File: src/rtl/cmp_arb_pkg.sv
// Shared constants for the comparator-sharing arbiter: FSM encoding,
// {less,equal,greater} result codes and default sizes.
package cmp_arb_pkg;

  typedef enum logic [1:0] {
    ST_IDLE  = 2'd0,
    ST_GRANT = 2'd1,
    ST_RESP  = 2'd2
  } state_t;

  localparam logic [2:0] RES_LESS    = 3'b100;
  localparam logic [2:0] RES_EQUAL   = 3'b010;
  localparam logic [2:0] RES_GREATER = 3'b001;

  localparam int DEF_WIDTH = 4;
  localparam int DEF_NREQ  = 4;

endpackage

File: src/rtl/cmp_share_arbiter_cmp.sv
// Shared unsigned magnitude comparator datapath; exactly one output is high.
module cmp_share_arbiter_cmp #(
  parameter int WIDTH = 4
) (
  input  logic [WIDTH-1:0] A,
  input  logic [WIDTH-1:0] B,
  output logic             less,
  output logic             equal,
  output logic             greater
);

  assign less    = (A <  B);
  assign equal   = (A == B);
  assign greater = (A >  B);

endmodule

File: src/rtl/cmp_share_arbiter.sv
// Round-robin arbiter time-sharing one magnitude comparator among NREQ requesters.
// Optional macro CMP_SIGNED_EN selects two's-complement comparison.
module cmp_share_arbiter
  import cmp_arb_pkg::*;
#(
  parameter int WIDTH = DEF_WIDTH,
  parameter int NREQ  = DEF_NREQ,
  parameter int IDW   = 2
) (
  input  logic                  clk,
  input  logic                  reset,
  input  logic [NREQ-1:0]       req,
  input  logic [NREQ*WIDTH-1:0] a_bus,
  input  logic [NREQ*WIDTH-1:0] b_bus,
  output logic [NREQ-1:0]       gnt,
  output logic                  rsp_valid,
  output logic [IDW-1:0]        rsp_id,
  output logic                  less,
  output logic                  equal,
  output logic                  greater
);

  state_t           state_reg, state_next;
  logic [IDW-1:0]   ptr_reg;
  logic [IDW-1:0]   cur_id_reg;
  logic [WIDTH-1:0] op_a_reg, op_b_reg;
  logic [IDW-1:0]   rsp_id_reg;
  logic [2:0]       res_reg;

  logic [WIDTH-1:0] a_arr [NREQ];
  logic [WIDTH-1:0] b_arr [NREQ];
  logic [IDW-1:0]   pick_id;
  logic             pick_found;
  logic             take;

  logic [WIDTH-1:0] cmp_a, cmp_b;
  logic             cmp_less, cmp_equal, cmp_greater;

  genvar gi;
  generate
    for (gi = 0; gi < NREQ; gi++) begin : g_req
      assign a_arr[gi] = a_bus[gi*WIDTH +: WIDTH];
      assign b_arr[gi] = b_bus[gi*WIDTH +: WIDTH];
      assign gnt[gi]   = (state_reg == ST_GRANT) && (cur_id_reg == IDW'(gi));
    end
  endgenerate

  // First set request searching upward from the slot after the last winner.
  always_comb begin
    pick_id    = ptr_reg;
    pick_found = 1'b0;
    for (int k = 1; k <= NREQ; k++) begin
      if (!pick_found && req[(int'(ptr_reg) + k) % NREQ]) begin
        pick_found = 1'b1;
        pick_id    = IDW'((int'(ptr_reg) + k) % NREQ);
      end
    end
  end

  always_comb begin
    state_next = state_reg;
    take       = 1'b0;
    case (state_reg)
      ST_IDLE, ST_RESP: begin
        take       = pick_found;
        state_next = pick_found ? ST_GRANT : ST_IDLE;
      end
      ST_GRANT: state_next = ST_RESP;
      default:  state_next = ST_IDLE;
    endcase
  end

  always_ff @(posedge clk or posedge reset) begin
    if (reset) begin
      state_reg  <= ST_IDLE;
      ptr_reg    <= IDW'(NREQ - 1);
      cur_id_reg <= '0;
      op_a_reg   <= '0;
      op_b_reg   <= '0;
      rsp_id_reg <= '0;
      res_reg    <= '0;
    end else begin
      state_reg <= state_next;
      if (take) begin
        ptr_reg    <= pick_id;
        cur_id_reg <= pick_id;
        op_a_reg   <= a_arr[pick_id];
        op_b_reg   <= b_arr[pick_id];
      end
      if (state_reg == ST_GRANT) begin
        res_reg    <= {cmp_less, cmp_equal, cmp_greater};
        rsp_id_reg <= cur_id_reg;
      end
    end
  end

`ifdef CMP_SIGNED_EN
  // Flipping both sign bits maps two's-complement order onto unsigned order.
  assign cmp_a = {~op_a_reg[WIDTH-1], op_a_reg[WIDTH-2:0]};
  assign cmp_b = {~op_b_reg[WIDTH-1], op_b_reg[WIDTH-2:0]};
`else
  assign cmp_a = op_a_reg;
  assign cmp_b = op_b_reg;
`endif

  cmp_share_arbiter_cmp #(.WIDTH(WIDTH)) u_cmp (
    .A       (cmp_a),
    .B       (cmp_b),
    .less    (cmp_less),
    .equal   (cmp_equal),
    .greater (cmp_greater)
  );

  assign rsp_valid = (state_reg == ST_RESP);
  assign rsp_id    = rsp_id_reg;
  assign less      = res_reg[2];
  assign equal     = res_reg[1];
  assign greater   = res_reg[0];

endmodule

File: config.mk
export PLATFORM = sky130hd
export DESIGN_NAME = cmp_share_arbiter
export DESIGN_NICKNAME = d
export VERILOG_FILES = /design/src/rtl/cmp_arb_pkg.sv /design/src/rtl/cmp_share_arbiter_cmp.sv /design/src/rtl/cmp_share_arbiter.sv
export SDC_FILE = /design/constraint.sdc
export NUM_CORES = 1
export LEC_CHECK = 0
export CAP_MARGIN = 10
export CORE_ASPECT_RATIO = 1.25
export CORE_MARGIN = 3
export CORE_UTILIZATION = 41
export DETAILED_ROUTE_END_ITERATION = 12
export PLACE_DENSITY = 0.78
export SYNTH_ARGS = -nofsm -noshare
export SYNTH_HDL_FRONTEND = slang
export SYNTH_SLANG_ARGS = --single-unit
File: constraint.sdc
create_clock -name clk -period 2.3 [get_ports clk]
set_input_delay 0.23 -clock clk [delete_from_list [all_inputs] [get_ports clk]]
set_output_delay 0.23 -clock clk [all_outputs]
set_load 0.02 [all_outputs]
==> results.toml, run 1 <==
[clocking]
post_cts_resized = 0
clock_tree.root_cell = "sky130_fd_sc_hd__clkbuf_4"
clk_pin_slew_worst_paths_ns = 0.10
cts_tree = "built"
source_to_sink_clock_delay_at_the_later_pin_of_the_worst_skew_pair_ns = 0.29
cts-buffers-inserted = 3
ctsHoldBuffers = 0
clock_tree.buffer_depth = 2
htreeDepth = 1
postCtsSetupBuffers = 0
clock_sink_count = 19

[global_route]
number_of_antenna_violations_at_the_first_check_in_global_routing = 0
grt_pass1_wl_mm = 4.153
globalRouteTotalUtil_pct = 15.99
grt_max_degree = 20
vias_in_the_first_global_route = 1046
globalRouteOverflowTotal = 0

[route]
met2WireLength_mm = 1.341
wire_per_inst_um = 12.44
drt_first_pass_iters = 4
dr.max_layer_used = "met4"
remaining_drc_errors = 0
met1Wirelength_um = 935
wl_met3_um = 108
post_drt_via_cell_ratio = 5.087
total_vias_in_the_final_route = 992
detailed_route_wl_mm = 2.425
drt_iter0_markers = 8
post_route_antenna_net_violation_count = 0

[sta]
rsz0062_at_grt = "no"
setup-tns-final_ns = 0
post-route-min-period_ns = 2.092
setup_viol = 0
report.final.hold_viol_count = 0
max_slew_headroom_pct = 52.55
period_share_pct = 90.97
clock-skew-final_ns = 0.002356
worst_pin_slew_ns = 0.7109
maxClockFrequency_mhz = 478.0
report.final.slew_viol_count = 0

[final_layout]
drive_above_1_share_pct = 8.025
layoutNonFillerInstCount = 195
register_area_um2 = 478.0
diodes = 0
layout.nets = 205
multi_input_comb_area_um2 = 565.5
synth_to_final_area_change_pct = 47.23
num-fill-cells = 218
layout.cell_area.non_filler_um2 = 1627

[setup_path]
worstPathArrival_ns = 1.86
worst_path_dominant_cell_family = "buffers and inverters"
wp_buf_inv = 2
cp-end-kind = "primary output"
critical_path.max_stage_delay_ns = 0.61
critPathSlowestCell = "sky130_fd_sc_hd__clkdlybuf4s50_1"
timing.critical_path.cells = "nand2b_1 > inv_2 > nand2_1 > nor2_1 > clkdlybuf4s50_1"
critical_path_required_ns = 2.07
r2r_slack_ns = 0.47
path_class = "flop to primary output"
cp_max_fo = 7
crit_path_start_kind = "flop"

[synth]
synth_top_family_by_area = "simple AND/OR/NAND/NOR gates"
synth_mux_area_share_pct = 15.52
ys_seq_area_share_pct = 43.26
synth_compound_area_share_pct = 13.02
synth_xor_xnor_area_share_pct = 0
synth_enable_flop_cells = 0
synth_seq_cells = 19
yosys.cell_count.top_type = "sky130_fd_sc_hd__nand2_1"
ys_top_cells_by_count = "sky130_fd_sc_hd__nand2_1 (22), sky130_fd_sc_hd__dfrtp_1 (17), sky130_fd_sc_hd__mux2i_1 (16)"
synth_top_area_share_pct = 38.51
synth_async_sr_flop_share_pct = 100.0
ys_types = 24
flip_flop_cell_with_the_highest_count_after_synthesis = "sky130_fd_sc_hd__dfrtp_1"
synthesis.instances = 113
synthesis.area_um2 = 1105
ys.warnings.count = 0
post_synth_and_or_nand_nor_area_fraction_pct = 17.44
ys_top_cells_by_area = "sky130_fd_sc_hd__dfrtp_1 (39%), sky130_fd_sc_hd__mux2i_1 (14%), sky130_fd_sc_hd__nand2_1 (7.5%)"
synth_largest_area_cell = "sky130_fd_sc_hd__dfrtp_1"
synth_adder_area_share_pct = 4.530
syn_avg_cell_area_um2 = 9.777
syn-num-nets = 155

[placed_design]
dpl.cell_count = 191
placement.io_buffers = 47
dp.final_hpwl_mm = 1.973
place.gp.congestion = 0.6904
placement.cell_area_um2 = 1600

[status]
run_status = "finished, final reports clean"

[floorplanning]
floorplan.die_area_um2 = 3357
die_w_um = 52.43
die_h_um = 64.04
ioPinCount = 48
num_rows = 20
coreArea_um2 = 2502
initial_standard_cell_utilization_of_the_core_pct = 44.15

[power_and_ir_drop]
power_density_nw_per_um2 = 1037
post_route_total_power_uw = 1687
power.static_leakage_uw = 0.0007443
vdd_ir_drop_max_mv = 0.5922

[job]
max-cap-violations = 0

[min_path]
holdCritPathClass = "input pin to asynchronous set/reset pin"
[report_power, final]
part / leakage (uW) / switching, uW / total [uW] / internal [uW]
clock: 0.0000150 / 98.8 / 166 / 67.4
sequential: 0.000229 / 102 / 598 / 497
combinational: 0.000500 / 459 / 923 / 464
[worst paths after layout]
check / cells after the start / from / end
min: 2 / reset / res_reg[2]$_DFFE_PP0P_
min in group clk: 2 / rsp_id[1]$_DFFE_PP0P_ / rsp_id[1]$_DFFE_PP0P_
min reg2reg: 2 / rsp_id[1]$_DFFE_PP0P_ / rsp_id[1]$_DFFE_PP0P_
max in group asynchronous: 2 / reset / cmp_b[2]$_DFFE_PP0P_
max: 5 / state_reg[1]$_DFF_PP0_ / gnt[2]
max reg2reg: 6 / ptr_reg[0]$_DFFE_PP1P_ / cmp_b[2]$_DFFE_PP0P_
[metrics by stage]
step	util (%)	setup WS [ns]	hold slack [ns]
2_1_floorplan	-	0.6585	0.1797
3_3_place_gp	63.95	0.3475	0.4598
3_5_place_dp	63.95	0.2978	0.4713
4_1_cts	65.00	0.1391	0.3658
5_1_grt	65.00	0.05536	0.4146
6_report	65.00	0.2078	0.3383
[area by class of cell]
type / count / share of cell area (%)
clock buffer: 4 / 1.615
multi-input combinational: 82 / 34.77
timing repair buffer: 49 / 29.85
tap: 33 / 2.538
sequential: 19 / 29.38
inverter: 8 / 1.846
[per-layer routing]
metal / up-vias / track usage (%)
li1: 491 / -
met3: 4 / 2.098
met4: 0 / 6.070
met1: 471 / 19.31
met2: 26 / 27.95
met5: - / 0
[logic make-up after synthesis]
kind of cell,Yosys count
compound gates,20
fa+ha+maj,4
buf+inv,12
flops,19
mux,17
simple gates,41
[cells in the final DEF, fill, tap and decap left out, types with 2 or more instances in the layout]
cell type / synthesis / layout
sky130_fd_sc_hd__buf_4: 0 / 2
sky130_fd_sc_hd__clkdlybuf4s50_1: 0 / 47
sky130_fd_sc_hd__mux2i_1: 16 / 16
sky130_fd_sc_hd__nand2b_2: 2 / 2
sky130_fd_sc_hd__nor3b_1: 2 / 2
sky130_fd_sc_hd__nand2b_1: 4 / 4
sky130_fd_sc_hd__inv_1: 8 / 7
sky130_fd_sc_hd__dfstp_2: 2 / 2
sky130_fd_sc_hd__nor2b_1: 2 / 2
sky130_fd_sc_hd__a21oi_1: 5 / 5
sky130_fd_sc_hd__nand2_1: 22 / 22
sky130_fd_sc_hd__clkbuf_4: 0 / 3
sky130_fd_sc_hd__nor2_1: 6 / 6
sky130_fd_sc_hd__dfrtp_1: 17 / 17
sky130_fd_sc_hd__ha_1: 4 / 4
sky130_fd_sc_hd__o221ai_1: 8 / 8
sky130_fd_sc_hd__o21ai_0: 4 / 4
Power figures use the tool's default switching activity.
==> run 2, diff against run 1 <==
Clock period 2.3 ns to 2 ns, I/O delays scaled along.
==> run 2 against run 1 <==
Effect of this change:
- combinational power grew 17%
- global-route usage grew 0.76 points
- sequential share of layout area fell by 0.40 points
- worst setup slack better by 0.057 ns
- sequential cell count unchanged
- first-iteration DRC count grew 38%
- sequential power up 15%
- register-to-register slack got worse by 0.20 ns
- utilization grew 0.90 points
- count of clock-buffer cells in the layout stayed put
- hold slack lost 0.024 ns
- critical path depth rose by 1
- critical endpoint is now cmp_a[1]$_DFFE_PP0P_
- highest routed layer unchanged
==> results.toml, run 2 (synthesis gave the netlist of run 1 again) <==
[power_and_ir_drop]
power.static_leakage_uw = 0.0007987
vdd_ir_drop_max_mv = 0.6832
power_density_nw_per_um2 = 1190

[route]
wl_met3_um = 110
total_vias_in_the_final_route = 1009
post_drt_via_cell_ratio = 5.148
wire_per_inst_um = 12.67
drt_first_pass_iters = 4
remaining_drc_errors = 0
met1Wirelength_um = 936
dr.max_layer_used = "met4"
post_route_antenna_net_violation_count = 0
met2WireLength_mm = 1.428
detailed_route_wl_mm = 2.483
drt_iter0_markers = 11

[setup_path]
critPathSlowestCell = "sky130_fd_sc_hd__dfstp_2"
cp_max_fo = 18
path_class = "flop to flop"
worstPathArrival_ns = 1.89
cp-end-kind = "flop"
wp_buf_inv = 1
crit_path_start_kind = "flop"
timing.critical_path.cells = "nand2b_2 > o21ai_2 > a211oi_4 > buf_12 > mux2i_1 > o221ai_1"
critical_path.max_stage_delay_ns = 0.56
critical_path_required_ns = 2.16
worst_path_dominant_cell_family = "flip-flops"

[status]
run_status = "finished, final reports clean"

[clocking]
clock_tree.root_cell = "sky130_fd_sc_hd__clkbuf_4"
clock_sink_count = 19
source_to_sink_clock_delay_at_the_later_pin_of_the_worst_skew_pair_ns = 0.29
clock_tree.buffer_depth = 2
htreeDepth = 1
clk_pin_slew_worst_paths_ns = 0.10
cts-buffers-inserted = 3
ctsHoldBuffers = 0
cts_tree = "built"

[global_route]
vias_in_the_first_global_route = 1045
grt_max_degree = 20
globalRouteOverflowTotal = 0
globalRouteTotalUtil_pct = 16.75
number_of_antenna_violations_at_the_first_check_in_global_routing = 0
grt_pass1_wl_mm = 4.381

[floorplanning]
initial_standard_cell_utilization_of_the_core_pct = 44.15
ioPinCount = 48
num_rows = 20
die_h_um = 64.04
floorplan.die_area_um2 = 3357
die_w_um = 52.43
coreArea_um2 = 2502

[sta]
setup_viol = 0
report.final.hold_viol_count = 0
maxClockFrequency_mhz = 576.4
clock-skew-final_ns = 0.001014
period_share_pct = 86.74
rsz0062_at_grt = "no"
post-route-min-period_ns = 1.735
worst_pin_slew_ns = 0.7091
max_slew_headroom_pct = 52.68
report.final.slew_viol_count = 0
setup-tns-final_ns = 0

[placed_design]
placement.io_buffers = 47
dpl.cell_count = 192
place.gp.congestion = 0.7265
dp.final_hpwl_mm = 2.001

[min_path]
holdCritPathClass = "input pin to asynchronous set/reset pin"

[final_layout]
diodes = 0
synth_to_final_area_change_pct = 49.26
layout.nets = 206
most-common-layout-cells = "sky130_fd_sc_hd__clkdlybuf4s50_1 (43), sky130_fd_sc_hd__nand2_1 (22), sky130_fd_sc_hd__dfrtp_1 (17)"
post-route-util_pct = 65.90
mostFrequentLayoutCell = "sky130_fd_sc_hd__clkdlybuf4s50_1"
layoutNonFillerInstCount = 196
drive_above_1_share_pct = 7.975

[job]
max-cap-violations = 0
run 2: cell types whose count changed in the layout (fill, tap and decap cells not counted), sizes merged:
cell           before  now
clkdlybuf4s50      47   43
dlygate4sd2         0    2
dlymetal6s2s        0    2
buf                 2    3
run 2: layout make-up:
class	instances	area, um^2
sequential	19	478.0
tap	33	41.29
multi-input combinational	82	565.5
clock buffer	4	26.28
fill	214	853.3
inverter	8	30.03
timing repair buffer	50	508.0
run 2: stage by stage:
stage / area, um^2 / hold WS (ns) / total power (uW) / worst slack (ns)
after floorplan: 1105 / 0.1497 / 1440 / 0.3585
after global placement: 1620 / 0.4595 / 1760 / 0.1813
after detailed placement: 1620 / 0.4757 / 1808 / 0.1109
after CTS: 1644 / 0.3335 / 1990 / 0.005651
after global routing: 1649 / 0.3756 / 2150 / 0.1140
final: 1649 / 0.3142 / 1962 / 0.2652
run 2: path summary, 6_finish.rpt:
kind                                         from                endpoint  slack (ns)  cells after the start
max                        ptr_reg[0]$_DFFE_PP1P_    cmp_a[1]$_DFFE_PP0P_        0.27                      6
min                                         reset  res_reg[2]$_DFFE_PP0P_        0.31                      2
max reg2reg                ptr_reg[0]$_DFFE_PP1P_    cmp_a[1]$_DFFE_PP0P_        0.27                      6
min reg2reg                 rsp_id[1]$_DFFE_PP0P_   rsp_id[1]$_DFFE_PP0P_        0.50                      2
max in group asynchronous                   reset    cmp_b[0]$_DFFE_PP0P_        1.24                      2
min in group clk            rsp_id[1]$_DFFE_PP0P_   rsp_id[1]$_DFFE_PP0P_        0.50                      2
run 2: power breakdown:
group | internal [uW] | switching [uW] | total [uW] | leakage [uW]
combinational | 551 | 533 | 1080 | 0.000554
clock | 77.5 | 110 | 188 | 0.0000150
sequential | 571 | 119 | 690 | 0.000229
total | 1200 | 762 | 1960 | 0.000799
run 2: what timing repair did:
action,CTS,global route
hold endpoints to repair,0,0
pin swaps,0,0
setup endpoints to repair,2,2
buffers inserted,0,0
gates resized for setup,2,2
run 2: metal layers:
layer  global-route usage, %  vias up
met3                   2.564        2
met4                   4.792        0
met1                   19.29      484
li1                        -      497
met2                   30.75       26
met5                       0        -
==> run 3, diff against run 2 <==
Settings changed: GPL_ROUTABILITY_DRIVEN set to 0.
==> results of run 3 <==
The final DEF is identical to that of run 2; final timing and power are the same.
==> variant 1, RTL diff (config.mk and constraints of run 3) <==
`DEF_NREQ`: 4 -> 8.
--- a/src/rtl/cmp_arb_pkg.sv
+++ b/src/rtl/cmp_arb_pkg.sv
@@ -13,7 +13,7 @@
   localparam logic [2:0] RES_GREATER = 3'b001;
 
   localparam int DEF_WIDTH = 4;
-  localparam int DEF_NREQ  = 4;
+  localparam int DEF_NREQ  = 8;
 
 endpackage
 
Interface: changed (resized a_bus, b_bus, gnt and req); port bits go from 48 to 88. No check against the original RTL was run, so the function may have changed too.
==> variant 1 against run 3 <==
The run now ends with setup timing left. Clock skew grew 5.2 ps. Sequential cell count is the same. Cell area grew 110%. Maximum frequency shrank 46%. Wire length grew to 2.6 times the old value. Setup slack lost 1500 ps. Non-clock buffer count grew 50. Total power grew to 4.0 times the old value. Critical path depth grew 4. Area after synthesis grew 110%. Largest cell class unchanged.
==> variant 1: results (changes against run 3) <==
{| class="wikitable"
! Metric !! Value
|-
| Transition at the pin with the smallest max-transition slack || 689.9 ps (-19.12 ps)
|-
| Largest cells by area after synthesis || sky130_fd_sc_hd__dfrtp_1, sky130_fd_sc_hd__mux2i_1, sky130_fd_sc_hd__mux4_2, sky130_fd_sc_hd__a221oi_2, sky130_fd_sc_hd__o22ai_1
|-
| Post-synthesis sequential area ratio || 0.2076 (-0.2250)
|-
| Worst path setup slack after routing || -1234 ps (-1499 ps)
|-
| Fin Clk Skew || 6.238 ps (+5.224 ps)
|-
| Number of port buffers || 55 (+17%)
|-
| Power in sequential cells || 0.000768 W (+11%)
|-
| Routed wire length on met3 || 380 um (+250%)
|-
| Run status || finished with violations
|-
| Detailed-route wire length per cell || 16.84 um (+33%)
|-
| Overall power after layout || 0.007785 W (+300%)
|-
| Maximum number of pins on one net before global-route repair || 37 (+85%)
|-
| Most used standard cells in the synthesized netlist || sky130_fd_sc_hd__mux2i_1, sky130_fd_sc_hd__nand2_1, sky130_fd_sc_hd__dfrtp_1
|-
| Number of nets in the layout || 404 (+96%)
|-
| Clock tree root buffer cell || sky130_fd_sc_hd__clkbuf_8
|-
| Peak supply drop || 1.152 mV (+69%)
|-
| Met3 capacity usage during global routing || 0.01786 (-0.007784)
|-
| Violations in the final reports || setup timing
|-
| Arrival time at the worst endpoint || 3370 ps (+1480 ps)
|-
| Power in the clock group || 0.000261 W (+39%)
|-
| Fill cells || 409 (+91%)
|-
| Placed Cells incl. Taps || 370 (+93%)
|-
| Mean instance size in the synthesized netlist || 9.755 um2 (-0.22%)
|-
| Final-report setup violation count || 13 (+13)
|-
| Routed metal-1 wirelength || 2537 um (+170%)
|-
| First-pass GRT wire length || 10710 um (+140%)
|-
| Syn_nets || 316 (+100%)
|-
| RR Startpoint || ptr_reg[1]$_DFFE_PP1P_
|-
| Share of post-route cells with drive strength above 1 || 0.3127 (+0.2329)
|-
| DRT iter0 DRCs || 234 (+223)
|-
| Critical Path Fanout Max || 8 (-10)
|-
| Leakage power of the design || 1.562 nW (+96%)
|-
| Met1 Use GR || 0.2397 (+0.04679)
|-
| Met2 layer wire length in the routed design || 3407 um (+140%)
|-
| Count of different cell masters after synthesis || 49 (+100%)
|-
| Routed via count || 2358 (+130%)
|}
[variant 1: cell types whose count changed after synthesis, moves of 9 or more]
cell                      delta
sky130_fd_sc_hd__mux4_2      +9
sky130_fd_sc_hd__o22ai_1    +16
sky130_fd_sc_hd__mux2i_1    +21
sky130_fd_sc_hd__o21ai_0     +9
[variant 1: final cells by class]
class                   instances  area (um2)  share of cell area
clock inverters                 1       5.005            0.001451
clock buffers                   3       41.29             0.01197
multi-input cells             189        1863              0.5403
inverters                      11       53.80             0.01560
well taps                      62       77.57             0.02250
flip-flops and latches         19       478.0              0.1386
repair buffers                100       929.6              0.2696
[variant 1: worst max-delay path by stage]
stage / start / end / slack, ps / cells past startpoint
final: ptr_reg[1]$_DFFE_PP1P_ / cmp_b[1]$_DFFE_PP0P_ / -1230 / 10
after global routing: ptr_reg[0]$_DFFE_PP1P_ / cmp_b[1]$_DFFE_PP0P_ / -1320 / 11
after CTS: ptr_reg[0]$_DFFE_PP1P_ / cmp_b[1]$_DFFE_PP0P_ / -1190 / 9
after detailed placement: ptr_reg[0]$_DFFE_PP1P_ / cmp_b[2]$_DFFE_PP0P_ / -1340 / 9
after global placement: ptr_reg[0]$_DFFE_PP1P_ / cmp_b[2]$_DFFE_PP0P_ / -1320 / 9
after floorplan: ptr_reg[0]$_DFFE_PP1P_ / cmp_a[2]$_DFFE_PP0P_ / -1250 / 12
[variant 1: critical path, cell delays in order (launching register included)]
cell                        delay, ps
sky130_fd_sc_hd__dfstp_2          560
sky130_fd_sc_hd__clkinv_4          60
sky130_fd_sc_hd__ha_4             320
sky130_fd_sc_hd__mux4_2           500
sky130_fd_sc_hd__mux2_4           310
sky130_fd_sc_hd__a2bb2oi_4        210
sky130_fd_sc_hd__buf_4            150
sky130_fd_sc_hd__mux2_4           390
sky130_fd_sc_hd__a221oi_4         270
sky130_fd_sc_hd__a31oi_1          130
sky130_fd_sc_hd__a22o_1           220
[variant 1: logic make-up after synthesis]
kind of cell               synth area share
buffers and inverters               0.06847
DFF                                  0.2076
AOI/OAI and AO/OA                    0.2554
adders and majority gates           0.03261
and+or+nand+nor                      0.1006
xor gates and xnor gates           0.007610
muxes                                0.3277
[variant 1: metrics by stage]
| step | util | TNS [ps] |
|---|---|---|
| 3_3_place_gp | 0.6043 | -14510 |
| 3_5_place_dp | 0.6043 | -14880 |
| 6_report | 0.6554 | -14730 |
| 5_1_grt | 0.6554 | -16220 |
| 4_1_cts | 0.6466 | -14300 |
| 2_1_floorplan | - | -14050 |
[variant 1: timing repair]
action | in CTS | in global routing
pin swaps | 12 | 6
cloned | 2 | 0
gates resized for setup | 19 | 6
endpoints found under the setup margin | 17 | 16
setup buffers | 7 | 2
==> variant 2, RTL diff (config.mk and constraints of run 3) <==
Made on the original files. Re-encode `state_t` (3 states) as one-hot, 3 bits wide.
--- a/src/rtl/cmp_arb_pkg.sv
+++ b/src/rtl/cmp_arb_pkg.sv
@@ -2,10 +2,10 @@
 // {less,equal,greater} result codes and default sizes.
 package cmp_arb_pkg;
 
-  typedef enum logic [1:0] {
-    ST_IDLE  = 2'd0,
-    ST_GRANT = 2'd1,
-    ST_RESP  = 2'd2
+  typedef enum logic [2:0] {
+    ST_IDLE  = 3'b001,
+    ST_GRANT = 3'b010,
+    ST_RESP  = 3'b100
   } state_t;
 
   localparam logic [2:0] RES_LESS    = 3'b100;
Formal check against the unedited RTL: no difference found for any inputs over 10 cycles, from zero or initial values and one cycle with reset high; not proved beyond that.
==> variant 2 against run 3 <==
Area after synthesis rose by 15%. Sequential cell count rose by 1. Total power rose by 36%. Critical path depth fell by 4. Wire length rose by 20%. Setup slack got worse by 63 ps. Non-clock buffer count rose by 3. Global-route usage fell by 0.31 points. Cell area rose by 13%. Critical endpoint is now rsp_valid. Largest power group unchanged. Highest routed layer unchanged.
==> variant 2: results (changes against run 3) <==
{| class="wikitable"
! Metric !! Value
|-
| Run status || finished clean
|-
| Maximum number of pins on one net before global-route repair || 21 (+5.0%)
|-
| H-tree lvl count || 1 (unchanged)
|-
| Via count normalized by instance count || 5.290 (+2.8%)
|-
| Largest cells by area after synthesis || sky130_fd_sc_hd__dfrtp_1, sky130_fd_sc_hd__a211oi_2, sky130_fd_sc_hd__mux2i_1, sky130_fd_sc_hd__dfstp_2, sky130_fd_sc_hd__nor2_1
|-
| Delay of the slowest cell on the worst path || 650 ps (+90 ps)
|-
| Critical Path Fanout Max || 3 (-15)
|-
| Most used standard cells in the synthesized netlist || sky130_fd_sc_hd__nor2_1, sky130_fd_sc_hd__dfrtp_1, sky130_fd_sc_hd__o21ai_0
|-
| Transition at the pin with the smallest max-transition slack || 728.8 ps (+19.70 ps)
|-
| Fin Clk Skew || 6.075 ps (+5.061 ps)
|-
| Met3 capacity usage during global routing || 0.01698 (-0.008660)
|-
| Number of nets in the layout || 231 (+12%)
|-
| Cell with the biggest individual delay on the critical path || sky130_fd_sc_hd__clkdlybuf4s50_1
|-
| Fill cells || 254 (+19%)
|-
| Share of post-route cells with drive strength above 1 || 0.1543 (+0.07450)
|-
| Number of global-route vias before repair || 1197 (+15%)
|-
| First-pass GRT wire length || 5002 um (+14%)
|-
| Final Instance Count excl. Fillers || 224 (+14%)
|-
| Detailed-route wire length per cell || 13.29 um (+4.9%)
|-
| M2 GR Usage || 0.3018 (-0.005678)
|-
| Worst slack, placed || -10.53 ps (-121.4 ps)
|-
| GRT Overall Usage || 0.1643 (-0.003149)
|-
| Peak supply drop || 0.8157 mV (+19%)
|-
| Arrival time at the worst endpoint || 1600 ps (-290 ps)
|-
| Post-synthesis sequential area ratio || 0.3955 (-0.03713)
|-
| Half-perimeter wire length after placement || 2513 um (+26%)
|-
| Area delta synth->final || 45.53%
|-
| DRT iter0 DRCs || 21 (+10)
|-
| Leakage power of the design || 0.8317 nW (+4.1%)
|-
| Mean instance size in the synthesized netlist || 9.444 um2 (-3.4%)
|-
| Area after DPL || 1808 um2 (+12%)
|-
| Count of different cell masters after synthesis || 34 (+42%)
|-
| Syn_nets || 177 (+14%)
|-
| Power Internal || 0.001576 W (+31%)
|}
## variant 2: area by class of cell
class,instances,share of cell area
Tap cell,36,0.02428
Clock inverter,1,0.01618
Inverter,6,0.01214
Clock buffer,3,0.01214
Timing Repair Buffer,53,0.2751
Multi-Input combinational cell,105,0.3884
Sequential cell,20,0.2717
## variant 2: critical path: cells and delay by family, from the launching register on
family                 cells  cell delay, ps
buffers and inverters      1             650
DFF                        1             450
and+or+nand+nor            1             210
## variant 2: repair_timing
| item | 4_1_cts | 5_1_grt |
|---|---|---|
| endpoints found under the setup margin | 4 | 0 |
| resized for setup | 5 | 0 |
| hold endpoints to repair | 0 | 0 |
## variant 2: final timing paths
| check | cells past startpoint | startpoint | slack (ps) | endpoint |
|---|---|---|---|---|
| setup / recovery | 2 | state_reg[1]$_DFF_PP0_ | 200 | rsp_valid |
| hold / removal | 2 | reset | 320 | res_reg[1]$_DFFE_PP0P_ |
| setup reg to reg | 5 | ptr_reg[1]$_DFFE_PP1P_ | 250 | cmp_b[2]$_DFFE_PP0P_ |
| hold reg to reg | 2 | rsp_id[1]$_DFFE_PP0P_ | 490 | rsp_id[1]$_DFFE_PP0P_ |
| max in group asynchronous | 2 | reset | 1220 | cmp_a[0]$_DFFE_PP0P_ |
| min in group clk | 2 | rsp_id[1]$_DFFE_PP0P_ | 490 | rsp_id[1]$_DFFE_PP0P_ |
## variant 2: per-layer routing
metal  wire [um]  share of wire  up-vias
met3         113          0.038        2
met4          22         0.0074        0
met5           0              0        -
met1        1200           0.40      567
met2        1640           0.55       29
li1            -              -      587
## variant 2: logic make-up (layout without fill, tap and decap cells)
logic type,after synthesis,after routing,share of synthesized area
AO/OA/AOI/OAI,30,30,0.1786
XOR/XNOR,1,1,0.006871
multiplexers,10,10,0.07949
adder cells (fa/ha/maj),4,4,0.03926
buffers and inverters,10,63,0.03925
AND/OR/NAND/NOR,60,60,0.2610
flip-flops,20,20,0.3955
## variant 2: power groups by stage
| stage | Clock (W) | Combinational (W) | Sequential, W |
|---|---|---|---|
| 2_1_floorplan | 0 | 0.00106 | 0.000832 |
| 3_3_place_gp | 0 | 0.00151 | 0.000795 |
| 3_5_place_dp | 0 | 0.00156 | 0.000811 |
| 4_1_cts | 0.000331 | 0.00155 | 0.000804 |
| 5_1_grt | 0.000348 | 0.00173 | 0.000832 |
| 6_report | 0.000324 | 0.00153 | 0.000802 |
